### config.mk
export PLATFORM = sky130hd
export DESIGN_NAME = cpu_controller
export DESIGN_NICKNAME = d
export VERILOG_FILES = /design/src/rtl/cpu_controller.sv
export SDC_FILE = /design/constraint.sdc
export NUM_CORES = 1
export LEC_CHECK = 0
export CORE_MARGIN = 3
export CORE_UTILIZATION = 25
export CTS_CLUSTER_SIZE = 25
export DETAILED_ROUTE_END_ITERATION = 7
export PLACE_DENSITY = 0.45
export SYNTH_ARGS = -nofsm -noshare
export SYNTH_HDL_FRONTEND = slang
export SYNTH_SLANG_ARGS = --single-unit
export TNS_END_PERCENT = 100
### constraint.sdc
create_clock -name clk -period 2.4 [get_ports clk]
set_clock_uncertainty 0.05 [all_clocks]
set_input_delay 0.48 -clock clk [delete_from_list [all_inputs] [get_ports clk]]
set_output_delay 0.48 -clock clk [all_outputs]
set_load 0.005 [all_outputs]
### src/rtl/cpu_controller.sv
// Moore control FSM sequencing the register transfers of each decoded RISC instruction.
// Optional CPU_CTRL_ILLEGAL_TRAP_EN: illegal opcodes trap into HALT instead of being treated as a NOP.
module cpu_controller (
  input  logic       clk,
  input  logic       reset,
  input  logic       start,
  input  logic [2:0] opcode,
  input  logic [1:0] ALU_op,
  output logic       waiting,
  output logic       done,
  output logic [1:0] reg_sel,
  output logic [1:0] wb_sel,
  output logic       w_en,
  output logic       en_A,
  output logic       en_B,
  output logic       en_C,
  output logic       en_status,
  output logic       sel_A,
  output logic       illegal
);

  typedef enum logic [2:0] {
    S_WAIT,
    S_DECODE,
    S_GET_A,
    S_GET_B,
    S_CALC,
    S_WRITE_IMM,
    S_WRITE_C
`ifdef CPU_CTRL_ILLEGAL_TRAP_EN
    ,
    S_HALT
`endif
  } state_t;

  state_t     r_state;
  state_t     w_nextState;
  logic [2:0] r_opcode;
  logic [1:0] r_aluOp;

  logic       r_waiting;
  logic       r_done;
  logic [1:0] r_regSel;
  logic [1:0] r_wbSel;
  logic       r_wEn;
  logic       r_enA;
  logic       r_enB;
  logic       r_enC;
  logic       r_enStatus;
  logic       r_selA;

  logic       w_isMovImm;
  logic       w_isMovShift;
  logic       w_isAdd;
  logic       w_isCmp;
  logic       w_isAnd;
  logic       w_isMvn;

  assign w_isMovImm   = (r_opcode == 3'b110) && (r_aluOp == 2'b10);
  assign w_isMovShift = (r_opcode == 3'b110) && (r_aluOp == 2'b00);
  assign w_isAdd      = (r_opcode == 3'b101) && (r_aluOp == 2'b00);
  assign w_isCmp      = (r_opcode == 3'b101) && (r_aluOp == 2'b01);
  assign w_isAnd      = (r_opcode == 3'b101) && (r_aluOp == 2'b10);
  assign w_isMvn      = (r_opcode == 3'b101) && (r_aluOp == 2'b11);

  always_comb begin
    w_nextState = r_state;
    case (r_state)
      S_WAIT: begin
        if (start) w_nextState = S_DECODE;
      end
      S_DECODE: begin
        if (w_isMovImm)                        w_nextState = S_WRITE_IMM;
        else if (w_isMovShift || w_isMvn)      w_nextState = S_GET_B;
        else if (w_isAdd || w_isCmp || w_isAnd) w_nextState = S_GET_A;
`ifdef CPU_CTRL_ILLEGAL_TRAP_EN
        else                                   w_nextState = S_HALT;
`else
        else                                   w_nextState = S_WAIT;
`endif
      end
      S_GET_A:     w_nextState = S_GET_B;
      S_GET_B:     w_nextState = S_CALC;
      S_CALC:      w_nextState = w_isCmp ? S_WAIT : S_WRITE_C;
      S_WRITE_IMM: w_nextState = S_WAIT;
      S_WRITE_C:   w_nextState = S_WAIT;
`ifdef CPU_CTRL_ILLEGAL_TRAP_EN
      S_HALT:      w_nextState = S_HALT;
`endif
      default:     w_nextState = S_WAIT;
    endcase
  end

  // Outputs are decoded from the upcoming state so they are registered yet still
  // line up with the state they belong to; the latched fields are stable past DECODE.
  always_ff @(posedge clk) begin
    if (reset) begin
      r_state    <= S_WAIT;
      r_opcode   <= 3'b000;
      r_aluOp    <= 2'b00;
      r_waiting  <= 1'b1;
      r_done     <= 1'b0;
      r_regSel   <= 2'b00;
      r_wbSel    <= 2'b00;
      r_wEn      <= 1'b0;
      r_enA      <= 1'b0;
      r_enB      <= 1'b0;
      r_enC      <= 1'b0;
      r_enStatus <= 1'b0;
      r_selA     <= 1'b0;
    end else begin
      r_state <= w_nextState;
      if ((r_state == S_WAIT) && start) begin
        r_opcode <= opcode;
        r_aluOp  <= ALU_op;
      end
      r_waiting  <= 1'b0;
      r_done     <= 1'b0;
      r_regSel   <= 2'b00;
      r_wbSel    <= 2'b00;
      r_wEn      <= 1'b0;
      r_enA      <= 1'b0;
      r_enB      <= 1'b0;
      r_enC      <= 1'b0;
      r_enStatus <= 1'b0;
      r_selA     <= 1'b0;
      case (w_nextState)
        S_WAIT: r_waiting <= 1'b1;
        S_GET_A: begin
          r_regSel <= 2'b10;
          r_enA    <= 1'b1;
        end
        S_GET_B: r_enB <= 1'b1;
        S_CALC: begin
          if (w_isCmp) begin
            r_enStatus <= 1'b1;
            r_done     <= 1'b1;
          end else begin
            r_enC  <= 1'b1;
            r_selA <= w_isMovShift || w_isMvn;
          end
        end
        S_WRITE_IMM: begin
          r_regSel <= 2'b10;
          r_wbSel  <= 2'b10;
          r_wEn    <= 1'b1;
          r_done   <= 1'b1;
        end
        S_WRITE_C: begin
          r_regSel <= 2'b01;
          r_wbSel  <= 2'b00;
          r_wEn    <= 1'b1;
          r_done   <= 1'b1;
        end
        default: ;
      endcase
    end
  end

`ifdef CPU_CTRL_ILLEGAL_TRAP_EN
  logic r_illegal;

  always_ff @(posedge clk) begin
    if (reset) r_illegal <= 1'b0;
    else       r_illegal <= (w_nextState == S_HALT);
  end

  assign illegal = r_illegal;
`else
  assign illegal = 1'b0;
`endif

  assign waiting   = r_waiting;
  assign done      = r_done;
  assign reg_sel   = r_regSel;
  assign wb_sel    = r_wbSel;
  assign w_en      = r_wEn;
  assign en_A      = r_enA;
  assign en_B      = r_enB;
  assign en_C      = r_enC;
  assign en_status = r_enStatus;
  assign sel_A     = r_selA;

endmodule

Yosys cells after proc, flatten, opt, wreduce, memory -nomap -nowiden
Index checks and enable logic that the tools add are counted.
{"block": "totals", "ff_bits": 20, "input_bits": 8, "out_inout_bits": 13, "elab_cells": 60}
{"block": "classes", "n_eq_ne": 14, "muxes": 15, "bitwise": 1, "reduce_logical": 17}
{"cell": "$eq A3 B3 Y1 const B", "count": 6}
{"cell": "$pmux W3 S5", "count": 1}
{"cell": "$eq A3 B2 Y1 const B", "count": 4}
{"cell": "$mux W3", "count": 3}
{"cell": "$logic_and A1 B1 Y1", "count": 7}
{"cell": "$logic_not A3 Y1", "count": 2}
{"cell": "$mux W1", "count": 6}
{"cell": "$mux W2", "count": 3}
{"cell": "$reduce_or A2 Y1", "count": 3}
{"cell": "$eq A2 B2 Y1 const B", "count": 2}
{"cell": "$pmux W2 S2", "count": 1}
{"cell": "$eq A3 B1 Y1 const B", "count": 1}
{"cell": "$logic_or A1 B1 Y1", "count": 3}
{"cell": "$reduce_or A3 Y1", "count": 1}
{"cell": "$eq A2 B1 Y1 const B", "count": 1}
{"cell": "$logic_not A2 Y1", "count": 1}
{"cell": "$pmux W1 S2", "count": 1}
{"cell": "$not A1 Y1", "count": 1}

Logic depth before layout (Yosys ltp)
Gate-level depths: netlist of the first run.
{"block": "depth", "depth_word": 11, "depth_mapped": 5, "depth_no_buf": 4}

Worst setup path after synthesis of the first run
No wires, ideal clock.
{"block": "synth_timing", "kind": "flip-flop to flip-flop", "start": "reg r_aluOp[1]", "end": "reg r_waiting (netlist: waiting)", "setup_time_ns": 0.130, "arrival_time_ns": 1.310, "required_ns": 2.220, "setup_slack_ns": 0.909, "path_stages_with_launch": 5, "path_buffers": 0, "synth_period_minus_slack_ns": 1.491, "cell_sequence": "dfxtp_1 > or4b_1 > a21bo_1 > o211ai_2 > o31ai_1"}
{"block": "synth_via", "elab_chain_cells": 10, "word_cells_on_any_way": 20, "classes_between": "eq/ne (3); mux (6); reduce/logical (11)"}
{"element": "start: declaration", "line_no": "39", "rtl": "logic [1:0] r_aluOp;"}
{"element": "start signal: assignment", "line_no": "115", "rtl": "r_aluOp <= ALU_op;"}
{"element": "$eq A2 B1 Y1 or $logic_not A2 Y1 (tied branches)", "line_no": "62, 60, 61"}
{"element": "$logic_and A1 B1 Y1 (on tied branches)", "line_no": "62, 61"}
{"element": "$logic_or A1 B1 Y1 (2 in a row)", "line_no": "75", "rtl": "else if (w_isAdd || w_isCmp || w_isAnd) w_nextState = S_GET_A;"}
{"element": "$mux W2", "line_no": "75"}
{"element": "$mux W2", "line_no": "74", "rtl": "else if (w_isMovShift || w_isMvn) w_nextState = S_GET_B;"}
{"element": "$mux W3", "line_no": "73", "rtl": "if (w_isMovImm) w_nextState = S_WRITE_IMM;"}
{"element": "$pmux W3 S5 (*)", "line_no": "68", "rtl": "case (r_state)"}
{"element": "$logic_not A3 Y1 (*)", "line_no": "127", "rtl": "case (w_nextState)"}
{"element": "$mux W1 (*)", "line_no": "127"}
{"element": "end signal: assignment", "line_no": "101", "rtl": "r_waiting <= 1'b1;"}
{"element": "end signal: assignment", "line_no": "117", "rtl": "r_waiting <= 1'b0;"}
{"element": "end signal: assignment", "line_no": "128", "rtl": "S_WAIT: r_waiting <= 1'b1;"}
{"element": "end: declaration", "line_no": "41", "rtl": "logic r_waiting;"}
Mark *: on every way between the ends. The rest lies on a longest branch, timed or not.
A chain may end at the register's enable or synchronous reset.

Final worst setup path of the first run
{"block": "layout_timing", "start": "reg r_state[0]", "end": "reg r_enC (netlist: en_C)"}
{"block": "layout_via", "elab_chain_cells": 5, "word_cells_on_any_way": 10, "classes_between": "eq/ne (5); mux (2); bitwise (1); reduce/logical (2)"}
{"element": "start: declaration", "line_no": "36", "rtl": "state_t r_state;"}
{"element": "start signal: assignment", "line_no": "112", "rtl": "r_state <= w_nextState;"}
{"element": "$eq A3 B3 Y1 (tied with other cells)", "line_no": "68"}
{"element": "$pmux W3 S5 (*)", "line_no": "68"}
{"element": "$eq A3 B3 Y1 (*)", "line_no": "127"}
{"element": "$not A1 Y1 (no line) (*)"}
{"element": "$reduce_or A2 Y1 (no line) (*)"}
{"element": "end signal: assignment", "line_no": "108", "rtl": "r_enC <= 1'b0;"}
{"element": "end signal: assignment", "line_no": "124", "rtl": "r_enC <= 1'b0;"}
{"element": "end signal: assignment", "line_no": "139", "rtl": "r_enC <= 1'b1;"}
{"element": "end: declaration", "line_no": "48", "rtl": "logic r_enC;"}
Marks and branches as above.

==> impl_metrics.tcl, run 1 <==
set metrics [dict create \
    path_max_fanout 9 \
    postCtsResizedCells 0 \
    drt_pre_antenna_iters 4 \
    cts_hold_buffers 0 \
    clock_latency_ns 0.30 \
    postSynthRegisterBits 19 \
    max-clock-path-buffers 2 \
    input_output_buffers 18 \
    ys_types 36 \
    grt_start_max_net_pins 12 \
    cts_post_setup_buffers_inserted 0 \
    tot_gr_track_use 0.09104 \
    synth.avg_cell_area_sq_um 9.804 \
    fp.dieH_um 63.74 \
    initial_detailed_routing_violation_count 18 \
    num-fill-cells 326 \
    number_of_antenna_violations_at_the_first_check_in_global_routing 0 \
    coreArea_sq_um 3128 \
    netSwitchingFraction 0.2466 \
    numClockSinks 19 \
    finalWirelength_um 1694 \
    power.net_switching_w 0.0001362 \
    synth-edff-count 0 \
    maximum_capacitance_violations 0 \
    route.vias.total 655 \
    regArea_sq_um 380.4 \
    multiInputGateArea_sq_um 412.9 \
    cts.clk_slew.worst_paths_ns 0.11 \
    timing.final.setup_violations 0 \
    antenna_cells_inserted 0 \
    areaGrowthSynthToFinish_pct 27.63 \
    power.leakage_nw 0.4150 \
    powerDensity_nw_per_um2 519.4 \
    drt_drc_violations_left 0 \
    hold_path.class "flip-flop to flip-flop" \
    p_int_w 0.0004162 \
    critPathArrivalTime_ns 1.93 \
    wire_per_inst_um 11.60 \
    postSynth.topFlopCell "sky130_fd_sc_hd__dfxtp_1" \
    pre_cts_ws_ns 0.5206 \
    syn-instance-count 85 \
    cp-start-kind "flip-flop" \
    timing_max_transition_violations_final 0 \
    status "finished clean" \
    numnets_final 111 \
    vias_per_cell 4.486 \
    globalRouteOverflowTotal 0 \
    finalCritPeriodShare 0.7415 \
    hold_ws_ns 0.4830 \
    clock-root-buffer "sky130_fd_sc_hd__clkbuf_4" \
    yosys_warnings 0 \
    dp_hpwl_um 1219 \
    required_ns 2.55 \
    gp_routability_congestion 0.7360 \
    power.share.sequential 0.607 \
    mappedNetlistArea_sq_um 833.3 \
    async_flop_share 0 \
    postRouteAntennaNets 0 \
    grt_pass1_wl_um 2870 \
    synth_sequential_area_ratio 0.4565 \
    core.rowCount 20 \
    die_area_sq_um 4062 \
    layout_setup_ws_ns 0.6203 \
    cts_htree_levels 1 \
    share_clk_of_total_power 0.298 \
    timing.final.hold_violations 0 \
    comb_power_share 0.095 \
    floorplan_die_width_um 63.74 \
    worst_setup_path_end_kind "flip-flop" \
    first_global_vias 662 \
    critical_path_class "flip-flop to flip-flop" \
    postLayoutCoreUtil 0.3400 \
    setup_tns_ns 0 \
    finalWorstPathRequiredPeriod_ns 1.780 \
    cts-buffers-inserted 3 \
    layout_cells_sized_above_1 0.09804 \
    vdd.ir_drop.worst_uv 182.1 \
    initial_core_util 0.2664 \
    cts_tree "built" \
    floorplan.io_pins 21 \
    grt_setup_unrepaired "false" \
    achievable-frequency_mhz 561.9 \
]
-- final timing paths --
path,from,depth (start not counted),to,slack (ns)
setup / recovery,r_state[0]$_SDFF_PP0_,4,en_C$_SDFF_PP0_,0.62
hold / removal,r_opcode[2]$_SDFFE_PP0P_,2,sel_A$_SDFF_PP0_,0.48
setup reg to reg,r_state[0]$_SDFF_PP0_,4,en_C$_SDFF_PP0_,0.62
hold reg to reg,r_opcode[2]$_SDFFE_PP0P_,2,sel_A$_SDFF_PP0_,0.48
-- power groups by stage --
stage,clock network [W],logic [W],registers (W)
after floorplan,0,0.0000390,0.000337
after CTS,0.000173,0.0000530,0.000335
after detailed placement,0,0.0000527,0.000342
after global placement,0,0.0000524,0.000342
final,0.000165,0.0000523,0.000336
after global routing,0.000183,0.0000586,0.000337
-- stage by stage --
step / total power [W] / instance area, sq um / std cells
2_1_floorplan: 0.0003759 / 837.1 / 86
3_3_place_gp: 0.0003948 / 1036 / 142
3_5_place_dp: 0.0003949 / 1036 / 142
4_1_cts: 0.0005612 / 1064 / 146
5_1_grt: 0.0005792 / 1064 / 146
6_report: 0.0005524 / 1064 / 146
-- routing by layer --
metal	share of wire	vias to the layer above	wire (um)	GRT usage
li1	-	329	-	-
met1	0.48	301	809	0.1138
met2	0.46	20	771	0.1434
met3	0.034	5	58	0.01757
met4	0.031	0	53	0.05660
met5	0	-	0	0
-- kinds of logic (layout without fill, tap and decap cells) --
group,count (synthesis),in the layout,share of synthesized area
AO/OA/AOI/OAI,20,20,0.1757
buffers and inverters,8,24,0.05255
flip-flops,19,19,0.4565
multiplexers,5,5,0.06006
other,1,2,0.004500
AND/OR/NAND/NOR,32,32,0.2508
-- cell type report --
class | count | area share
clock buffers | 3 | 0.02118
clock inverters | 1 | 0.004706
inverters | 2 | 0.007059
multi-input cells | 59 | 0.3882
flip-flops and latches | 19 | 0.3576
well taps | 44 | 0.05176
repair buffers | 18 | 0.1694
-- cells in the final DEF (no fill, tap or decap) --
| cell | count |
|---|---|
| sky130_fd_sc_hd__nor4b_4 | 1 |
| sky130_fd_sc_hd__clkinv_2 | 1 |
| sky130_fd_sc_hd__a211oi_2 | 1 |
| sky130_fd_sc_hd__nand3_1 | 2 |
| sky130_fd_sc_hd__nor3b_2 | 1 |
| sky130_fd_sc_hd__and2_1 | 1 |
| sky130_fd_sc_hd__a31o_2 | 1 |
| sky130_fd_sc_hd__or4b_1 | 1 |
| sky130_fd_sc_hd__clkbuf_4 | 3 |
| sky130_fd_sc_hd__a21bo_1 | 1 |
| sky130_fd_sc_hd__and3b_1 | 1 |
| sky130_fd_sc_hd__or2_2 | 1 |
| sky130_fd_sc_hd__nor4_1 | 1 |
| sky130_fd_sc_hd__nand2b_1 | 3 |
| sky130_fd_sc_hd__nor2_1 | 11 |
| sky130_fd_sc_hd__o21ai_0 | 2 |
| sky130_fd_sc_hd__and4b_1 | 1 |
| sky130_fd_sc_hd__a211o_1 | 1 |
| sky130_fd_sc_hd__dfxtp_1 | 19 |
| sky130_fd_sc_hd__nor4b_1 | 1 |
| sky130_fd_sc_hd__and2b_1 | 1 |
| sky130_fd_sc_hd__conb_1 | 2 |
| sky130_fd_sc_hd__o211ai_1 | 2 |
| sky130_fd_sc_hd__a21oi_1 | 5 |
| sky130_fd_sc_hd__nand2_1 | 1 |
| sky130_fd_sc_hd__o31ai_1 | 1 |
| sky130_fd_sc_hd__o211ai_2 | 1 |
| sky130_fd_sc_hd__o21a_1 | 1 |
| sky130_fd_sc_hd__inv_1 | 2 |
| sky130_fd_sc_hd__a21boi_0 | 1 |
| sky130_fd_sc_hd__nor2b_1 | 2 |
| sky130_fd_sc_hd__mux2i_1 | 5 |
| sky130_fd_sc_hd__o21bai_1 | 2 |
| sky130_fd_sc_hd__nand3b_1 | 3 |
| sky130_fd_sc_hd__o22ai_1 | 1 |
| sky130_fd_sc_hd__clkdlybuf4s50_1 | 18 |
-- worst max-delay path, cell delays in order, from the launching register on --
cell and delay [ns]:
sky130_fd_sc_hd__dfxtp_1 0.56, sky130_fd_sc_hd__and3b_1 0.24, sky130_fd_sc_hd__nand3_1 0.26, sky130_fd_sc_hd__a31o_2 0.32, sky130_fd_sc_hd__nor4b_1 0.25
-- cell usage after synthesis (2+ instances only) --
cell	number	area (sq um)
sky130_fd_sc_hd__nand3_1	2	10.01
sky130_fd_sc_hd__a21oi_1	5	25.02
sky130_fd_sc_hd__o211ai_1	2	15.01
sky130_fd_sc_hd__buf_4	3	22.52
sky130_fd_sc_hd__o21ai_0	2	10.01
sky130_fd_sc_hd__nand2b_1	3	18.77
sky130_fd_sc_hd__nor2b_1	2	12.51
sky130_fd_sc_hd__buf_2	2	10.01
sky130_fd_sc_hd__mux2i_1	5	50.05
sky130_fd_sc_hd__nor2_1	11	41.29
sky130_fd_sc_hd__dfxtp_1	19	380.4
sky130_fd_sc_hd__o21bai_1	2	15.01
sky130_fd_sc_hd__nand3b_1	3	22.52
sky130_fd_sc_hd__inv_1	2	7.510
-- sequential cells by signal (all words and copies together) (netlist names) --
| name | cells |
|---|---|
| done | 1 |
| en_A | 1 |
| en_B | 1 |
| en_C | 1 |
| en_status | 1 |
| r_aluOp | 2 |
| r_opcode | 3 |
| r_state | 3 |
| reg_sel | 2 |
| sel_A | 1 |
| w_en | 1 |
| waiting | 1 |
| wb_sel | 1 |
(Power assumes the default switching activity.)
==> inputs of run 2 (changes only) <==
--- a/config.mk
+++ b/config.mk
@@ -9,7 +9,7 @@
 export CORE_UTILIZATION = 25
 export CTS_CLUSTER_SIZE = 25
 export DETAILED_ROUTE_END_ITERATION = 7
-export PLACE_DENSITY = 0.45
+export PLACE_DENSITY = 0.47
 export SYNTH_ARGS = -nofsm -noshare
 export SYNTH_HDL_FRONTEND = slang
 export SYNTH_SLANG_ARGS = --single-unit
==> constraint.sdc (replaced) <==
create_clock -name clk -period 1.6 [get_ports clk]
set_clock_uncertainty 0.05 [all_clocks]
set_input_delay 0.32 -clock clk [delete_from_list [all_inputs] [get_ports clk]]
set_output_delay 0.32 -clock clk [all_outputs]
set_load 0.005 [all_outputs]
==> run 2 against run 1 <==
Routed wire length increased by 15%. Fmax is 13% higher. Combinational power rose by 120%. Non-clock buffer count increased by 18. Largest cell class unchanged. Die area stayed put. Critical endpoint is now waiting$_SDFF_PP1_. Final cell count is 12% higher. Count of clock-buffer cells in the layout unchanged. Critical path depth stayed put. Global-route usage rose by 1.8 points.
==> impl_metrics.tcl, run 2 (same netlist as run 1, synthesis figures left out) <==
set metrics [dict create \
    status "finished clean" \
    fp.dieH_um 63.74 \
    gp_routability_congestion 0.7725 \
    core.rowCount 20 \
    grt_setup_unrepaired "true" \
    numnets_final 129 \
    max-clock-path-buffers 2 \
    drt_pre_antenna_iters 4 \
    p_int_w 0.0006497 \
    whs_path_depth 2 \
    comb_power_share 0.133 \
    power.total_w 0.0008715 \
    initial_core_util 0.2664 \
    numClockSinks 19 \
    hold_ws_ns 0.5081 \
    clock_latency_ns 0.32 \
    achievable-frequency_mhz 636.0 \
    powerDensity_nw_per_um2 707.9 \
    share_clk_of_total_power 0.295 \
    clock-root-buffer "sky130_fd_sc_hd__clkbuf_4" \
    floorplan_die_width_um 63.74 \
    number_of_antenna_violations_at_the_first_check_in_global_routing 0 \
    input_output_buffers 18 \
    vdd.ir_drop.worst_uv 253.9 \
    route.vias.total 745 \
    critPathArrivalTime_ns 1.72 \
    cts_tree "built" \
    placed_cells_incl_taps 157 \
    dp_hpwl_um 1426 \
    required_ns 1.75 \
    areaGrowthSynthToFinish_pct 47.75 \
    num-fill-cells 330 \
    hold_path.class "flip-flop to flip-flop" \
    grt_pass1_wl_um 3298 \
    worst-r2r-cell-count 4 \
    floorplan.io_pins 21 \
    hp_start "r_opcode[1]$_SDFFE_PP0P_" \
    cts-buffers-inserted 3 \
    cp-start-kind "flip-flop" \
    path_max_fanout 4 \
    biggestRegsByFlops "r_opcode (3), r_state (3)" \
    finalWirelength_um 1953 \
    coreArea_sq_um 3128 \
    detailed_place.area_sq_um 1149 \
    die_area_sq_um 4062 \
    most-common-layout-cells "18 x sky130_fd_sc_hd__clkdlybuf4s50_1, 18 x sky130_fd_sc_hd__buf_4, 16 x sky130_fd_sc_hd__dfxtp_1" \
    first_global_vias 737 \
    power.share.sequential 0.572 \
    cts.clk_slew.worst_paths_ns 0.12 \
    critical_path_class "flip-flop to flip-flop" \
    finalCritPeriodShare 0.9827 \
    multiInputGateArea_sq_um 441.7 \
    setup_tns_ns 0 \
    vias_per_cell 4.543 \
    antenna_cells_inserted 0 \
    cts_hold_buffers 0 \
    drt_drc_violations_left 0 \
    tot_gr_track_use 0.1086 \
    timing.final.hold_violations 0 \
    finalNonFillerCells 164 \
    initial_detailed_routing_violation_count 20 \
    globalRouteOverflowTotal 0 \
    timing_max_transition_violations_final 0 \
    timing.final.setup_violations 0 \
    netSwitchingFraction 0.2546 \
    final_design_area_no_fill_sq_um 1231 \
    layout_cells_sized_above_1 0.2833 \
    startpoint "r_aluOp[1]$_SDFFE_PP0P_" \
    finalWorstPathRequiredPeriod_ns 1.572 \
    grt_start_max_net_pins 12 \
    regArea_sq_um 384.1 \
    postRouteAntennaNets 0 \
    critical_path.reg2reg.startpoint "r_aluOp[1]$_SDFFE_PP0P_" \
    power.leakage_nw 0.5016 \
    wire_per_inst_um 11.91 \
    maximum_capacitance_violations 0 \
    power.net_switching_w 0.0002218 \
    worst_setup_path_end_kind "flip-flop" \
    cts_htree_levels 1 \
]
==> run 2: path summary, 6_finish.rpt <==
path                                                 end  slack, ns
worst min register to register  r_opcode[1]$_SDFFE_PP0P_       0.51
worst max register to register        waiting$_SDFF_PP1_       0.03
worst max-delay path                  waiting$_SDFF_PP1_       0.03
worst min-delay path            r_opcode[1]$_SDFFE_PP0P_       0.51
==> run 2: cell type report <==
cell class              count  area share
multi-input cells          59      0.3587
flip-flops and latches     19      0.3120
repair buffers             36      0.2561
well taps                  44     0.04472
clock buffers               3     0.01829
inverters                   2    0.006098
clock inverters             1    0.004065
==> run 2: metrics by stage <==
stage	util	setup WS, ns
after floorplan	-	0.1094
after global placement	0.3672	-0.05827
after detailed placement	0.3672	0.0005140
after CTS	0.3832	0.02016
after global routing	0.3936	-0.03631
final	0.3936	0.02760
==> run 2: routing by layer <==
layer,vias up,global-route usage,wire length [um]
met3,7,0.02812,90
met2,23,0.1630,879
li1,368,-,-
met4,0,0.09434,93
met5,-,0,0
met1,347,0.1273,889
==> run 2: power by group through the flow <==
stage / registers (W) / clock network (W) / logic [W]
floorplan: 0.000505 / 0 / 0.0000585
finish: 0.000499 / 0.000257 / 0.000116
global route: 0.000501 / 0.000285 / 0.000128
CTS: 0.000498 / 0.000267 / 0.000112
global placement: 0.000510 / 0 / 0.000102
detailed placement: 0.000510 / 0 / 0.000103
==> run 2: what timing repair did <==
action | CTS | global route
setup endpoints to repair | 4 | 9
pin swaps | 3 | 4
setup buffers | 2 | 1
gates resized for setup | 4 | 4
==> run 2: critical path, stage by stage, from the launching register on <==
cell and delay [ns]:
sky130_fd_sc_hd__dfxtp_2 0.34, sky130_fd_sc_hd__or4b_4 0.53, sky130_fd_sc_hd__a21bo_1 0.21, sky130_fd_sc_hd__o211ai_4 0.21, sky130_fd_sc_hd__o31ai_1 0.11
